===== src/rtl/srlatch_pkg.sv =====
// Shared constants and helpers for the srlatch_bank set/reset latch bank.
// Conflict-resolution codes and the filter counter width function.
package srlatch_pkg;

    localparam int unsigned CM_HOLD  = 32'd0;
    localparam int unsigned CM_SET   = 32'd1;
    localparam int unsigned CM_RESET = 32'd2;

    // Smallest width w (>= 1) with 2**w >= n; sizes a counter holding 0..n-1.
    function automatic int unsigned cnt_width(input int unsigned n);
        int unsigned w;
        w = 32'd1;
        for (int unsigned i = 32'd1; i < 32'd31; i++) begin
            if ((32'd1 << i) < n) begin
                w = i + 32'd1;
            end
        end
        return w;
    endfunction

endpackage


===== src/rtl/srlatch_filter.sv =====
// Single-bit stability filter: the output follows the raw input only after the
// raw input has differed from it for FILTER consecutive edges (FILTER=0: wire).
module srlatch_filter
    import srlatch_pkg::*;
#(
    parameter int unsigned FILTER = 32'd0
) (
    input  logic mclk,
    input  logic reset,
    input  logic raw,
    output logic filtered
);

    generate
        if (FILTER == 32'd0) begin : g_pass
            logic unused_s;
            assign unused_s = mclk ^ reset;
            assign filtered = raw;
        end else begin : g_filt
            localparam int unsigned CW = cnt_width(FILTER + 32'd1);

            logic [CW-1:0] count_q;
            logic [CW-1:0] count_d;
            logic          filt_q;
            logic          filt_d;

            // Count consecutive disagreeing edges; any agreement restarts the count.
            always_comb begin
                count_d = {CW{1'b0}};
                filt_d  = filt_q;
                if (raw != filt_q) begin
                    if (count_q == CW'(FILTER - 32'd1)) begin
                        filt_d  = raw;
                        count_d = {CW{1'b0}};
                    end else begin
                        count_d = count_q + CW'(1);
                    end
                end else begin
                    count_d = {CW{1'b0}};
                end
            end

            // Filter state register; reset parks the output deasserted (high).
            always_ff @(posedge mclk) begin
                if (reset) begin
                    filt_q  <= 1'b1;
                    count_q <= {CW{1'b0}};
                end else begin
                    filt_q  <= filt_d;
                    count_q <= count_d;
                end
            end

            assign filtered = filt_q;
        end
    endgenerate

endmodule


===== src/rtl/srlatch_bank.sv =====
// Bank of CHANNELS independent clocked set/reset latches, active-low inputs,
// optional input filtering and configurable set/reset conflict resolution.
// Optional q_rise/q_fall edge pulses are built when SRLATCH_BANK_EDGE_EN is defined.
module srlatch_bank
    import srlatch_pkg::*;
#(
    parameter int unsigned          CHANNELS      = 32'd8,
    parameter int unsigned          FILTER        = 32'd0,
    parameter int unsigned          CONFLICT_MODE = 32'd0,
    parameter logic [CHANNELS-1:0]  INIT          = {CHANNELS{1'b0}}
) (
    input  logic                mclk,
    input  logic                reset,
    input  logic [CHANNELS-1:0] _s,
    input  logic [CHANNELS-1:0] _r,
    output logic [CHANNELS-1:0] q,
    output logic [CHANNELS-1:0] _q,
    output logic [CHANNELS-1:0] conflict
`ifdef SRLATCH_BANK_EDGE_EN
    ,
    output logic [CHANNELS-1:0] q_rise,
    output logic [CHANNELS-1:0] q_fall
`endif
);

    generate
        if (CONFLICT_MODE > CM_RESET) begin : g_bad_mode
            $error("srlatch_bank: CONFLICT_MODE must be 0, 1 or 2");
        end
        if (CHANNELS < 32'd1) begin : g_bad_channels
            $error("srlatch_bank: CHANNELS must be at least 1");
        end
    endgenerate

    logic [CHANNELS-1:0] s_filt;
    logic [CHANNELS-1:0] r_filt;
    logic [CHANNELS-1:0] q_q;
    logic [CHANNELS-1:0] q_d;
    logic [CHANNELS-1:0] conflict_q;
    logic [CHANNELS-1:0] conflict_d;

    generate
        for (genvar g = 0; g < CHANNELS; g++) begin : g_chan
            srlatch_filter #(.FILTER(FILTER)) u_filt_s (
                .mclk     (mclk),
                .reset    (reset),
                .raw      (_s[g]),
                .filtered (s_filt[g])
            );
            srlatch_filter #(.FILTER(FILTER)) u_filt_r (
                .mclk     (mclk),
                .reset    (reset),
                .raw      (_r[g]),
                .filtered (r_filt[g])
            );
        end
    endgenerate

    function automatic logic resolve_conflict(input logic held);
        case (CONFLICT_MODE)
            CM_SET:   return 1'b1;
            CM_RESET: return 1'b0;
            default:  return held;
        endcase
    endfunction

    // Per-channel latch next state from the filtered (active-low) inputs.
    always_comb begin
        q_d        = q_q;
        conflict_d = {CHANNELS{1'b0}};
        for (int i = 0; i < CHANNELS; i++) begin
            case ({~s_filt[i], ~r_filt[i]})
                2'b10: q_d[i] = 1'b1;
                2'b01: q_d[i] = 1'b0;
                2'b11: begin
                    conflict_d[i] = 1'b1;
                    q_d[i]        = resolve_conflict(q_q[i]);
                end
                default: q_d[i] = q_q[i];
            endcase
        end
    end

    // Latch state and conflict pulse registers.
    always_ff @(posedge mclk) begin
        if (reset) begin
            q_q        <= INIT;
            conflict_q <= {CHANNELS{1'b0}};
        end else begin
            q_q        <= q_d;
            conflict_q <= conflict_d;
        end
    end

    assign q        = q_q;
    assign _q       = ~q_q;
    assign conflict = conflict_q;

`ifdef SRLATCH_BANK_EDGE_EN
    logic [CHANNELS-1:0] prev_q;
    logic [CHANNELS-1:0] q_rise_q;
    logic [CHANNELS-1:0] q_fall_q;

    // prev_q reloads INIT with q so a reset never looks like a q transition.
    always_ff @(posedge mclk) begin
        if (reset) begin
            prev_q   <= INIT;
            q_rise_q <= {CHANNELS{1'b0}};
            q_fall_q <= {CHANNELS{1'b0}};
        end else begin
            prev_q   <= q_q;
            q_rise_q <= q_q & ~prev_q;
            q_fall_q <= ~q_q & prev_q;
        end
    end

    assign q_rise = q_rise_q;
    assign q_fall = q_fall_q;
`endif

endmodule

===== config.mk =====
export PLATFORM = sky130hd
export DESIGN_NAME = srlatch_bank
export DESIGN_NICKNAME = d
export VERILOG_FILES = /design/src/rtl/srlatch_pkg.sv /design/src/rtl/srlatch_filter.sv /design/src/rtl/srlatch_bank.sv
export SDC_FILE = /design/constraint.sdc
export NUM_CORES = 1
export LEC_CHECK = 0
export BUFFER_PORTS_ARGS = -buffer_cell sky130_fd_sc_hd__buf_4
export CELL_PAD_IN_SITES_DETAIL_PLACEMENT = 1
export CELL_PAD_IN_SITES_GLOBAL_PLACEMENT = 1
export CORE_UTILIZATION = 35
export CTS_CLUSTER_DIAMETER = 60
export DETAILED_ROUTE_END_ITERATION = 7
export PLACE_DENSITY_LB_ADDON = 0.1
export SLEW_MARGIN = 5
export SYNTH_ARGS = -nofsm -noshare
export SYNTH_HDL_FRONTEND = slang
export SYNTH_HIERARCHICAL = 1
export SYNTH_SLANG_ARGS = --single-unit

===== constraint.sdc =====
create_clock -name mclk -period 1.3 [get_ports mclk]
set_clock_uncertainty 0.05 [all_clocks]
set_input_delay 0.13 -clock mclk [delete_from_list [all_inputs] [get_ports mclk]]
set_output_delay 0.13 -clock mclk [all_outputs]
set_load 0.02 [all_outputs]

==> metrics <==
status finished clean; post-synthesis cell type count 9; Resized cells post-CTS 0; ordered cell list for the critical path inv_1, buf_4; timing startpoint of the critical path q[1]; Port Buffer Count ~40; Final Hold Viols 0; placed wire-length estimate after detailed placement approximately 1300 um; final antenna-violating net count 0; total number of H-tree levels 1; reg-to-reg startpoint q[1]; peak fanout along the critical path 3; number of standard cells after synthesis 97; share of synthesized registers carrying an async set or reset 0%; Area Overhead vs Synth 27.0%; top-count cell post-synth inv_1; hold_buf cts 0; synthesized area divided by synthesized cell count 9.56 sq um; Final setup viols 0; DR DRC count 0; DRT Pass-1 Iters 1; number of pins with negative max-slew slack in the final report 0; critical hold path startpoint reset; endpoint arrival time on the critical path 0.85 ns; Overflow after GRT 0; initial antenna violation count 0; postcts setup bufs 0; number of global-route vias before repair 514; number of standard-cell rows in the floorplan 18; share of final-layout standard cells stronger than drive strength 1 42.4%; required time at the endpoint of the critical path 1.12 ns; clock tree from TritonCTS yes; max-capacitance violation count 0; buffer depth of the longest clock path 2; highest ir drop seen on vdd 0.465 mV; number of enable flip-flop cells after synthesis 0; die height ~53 um; Post-synth top flop dfxtp_1; Worst-Margin Slew 0.219 ns; Clock Tree Root clkbuf_4; initial core utilization 37.1%; average wire per standard cell around 10 um; Seq/Total Area, Yosys 34.5%; synthesized area 927 sq um; net count after synthesis between 100 and 150; final net count 160; clock insertion delay at the later pin of the skew report 0.28 ns; clock period minus worst slack ~1.0 ns; WL final 1600 um; largest net degree at the start of global routing 17; area share of the leading cell type in the synthesized netlist 34.5%; core area 0.00250 sq mm; Max Fclk 0.967 GHz; Clk pin slew, worst setup/hold paths 0.10 ns; relative slew slack 85.4%; power density cells 1040 mW/mm^2; number of ports placed on the die boundary 42; via total after detailed routing 660; RSZ-0062 raised after global routing false; floorplan die width roughly 53 um; synth cell count leaders 24 x inv_1, 16 x buf_4, 16 x dfxtp_1, 16 x ha_1; fraction of the cycle the final worst path needs 79.5%; type of the worst min-delay path in -> reg; Static Leakage 0.655 nW; Ant. Diodes 0; max incr delay on CP 0.37 ns; Worst Setup Path Type reg -> out; number of DRC violations after detailed-routing iteration 0 0; count of warnings emitted by yosys 6; total routing resource utilization after global routing approximately 12%; Critical Path End Type output pin; ranking of synthesized cells by area dfxtp_1 35%, ha_1 22%, buf_4 13%; Worst path slowest cell dfxtp_1; ratio of routed vias to standard cells 4.26; number of synthesized register bits 16; final core utilization between 40% and 50%; global-route wire length before repair around 2300 um; CP Launch Type register; last weighted congestion value of the routability-driven placer 0.641; number of CTS-inserted buffers 3; die footprint 0.00286 sq mm; Sink Count 16; Total Negative Setup Slacks 0 ns; library cell occupying the most area in the post-synthesis netlist dfxtp_1
[layout by cell type, fill, tap and decap left out]
cell type	netlist	routed
and2b_1	4	4
ha_1	16	16
a211oi_2	8	8
buf_4	16	41
nor2_1	8	8
dfxtp_1	16	16
clkbuf_4	0	3
nor2b_1	4	4
clkbuf_8	0	1
inv_1	24	24
[routing by layer]
layer	wire, um	up-vias	part of all wire, %	GRT usage (%)
met5	0	-	0	0
met4	12	0	0.75	6.58
met3	126	2	7.9	4.02
met2	793	27	50	20.6
met1	664	300	42	13.1
li1	-	331	-	-
[registers in the layout, summed over array words and instances (netlist names)]
name	flops
q	8
conflict	8
[critical path, delay by kind of cell (launching register included)]
kind	cells	cell delay (ns)
flops	1	0.37
buf+inv	2	0.20
[cell families (layout without fill, tap and decap cells)]
kind of cell	after synthesis	in the layout	share of synthesized area, %
buffers and inverters	41	69	23.9
flip-flops	16	16	34.5
AO/OA/AOI/OAI	8	8	10.8
AND/OR/NAND/NOR	16	16	9.18
adder cells (fa/ha/maj)	16	16	21.6
[per-stage QoR]
stage | power [W] | hold WS [ns] | instance area, sq um | std cells | setup WS (ns)
6_report | 0.00122 | 0.122 | 1180 | 155 | 0.266
5_1_grt | 0.00130 | 0.112 | 1180 | 155 | 0.186
4_1_cts | 0.00125 | 0.115 | 1180 | 155 | 0.247
3_5_place_dp | 0.000904 | 0.438 | 1140 | 151 | 0.359
3_3_place_gp | 0.000890 | 0.424 | 1140 | 151 | 0.409
2_1_floorplan | 0.000783 | 0.152 | 927 | 97 | 0.437
[where the power goes]
part | internal [W] | switching, W | leakage, nW | total (W)
combinational | 0.000161 | 0.000178 | 0.501 | 0.000338
sequential | 0.000526 | 0.0000214 | 0.133 | 0.000547
clock | 0.000170 | 0.000167 | 0.0210 | 0.000337
total | 0.000857 | 0.000366 | 0.655 | 0.00122
[final cells by class]
cell class	count	area, sq um
fill	315	1320
multi-input combinational	40	385
sequential	16	320
timing repair buffer	41	308
inverter	24	90.1
tap	30	37.5
clock buffer	4	36.3
[path summary, 6_finish.rpt]
| kind | slack (ns) | end | depth (start not counted) |
|---|---|---|---|
| worst min register to register | 0.49 | q[2] | 2 |
| worst min-delay path | 0.12 | q[0] | 2 |
| worst max-delay path | 0.27 | _q[1] | 2 |
| worst max register to register | 0.62 | q[1] | 2 |
No activity file was read; power rests on OpenSTA's default activity.
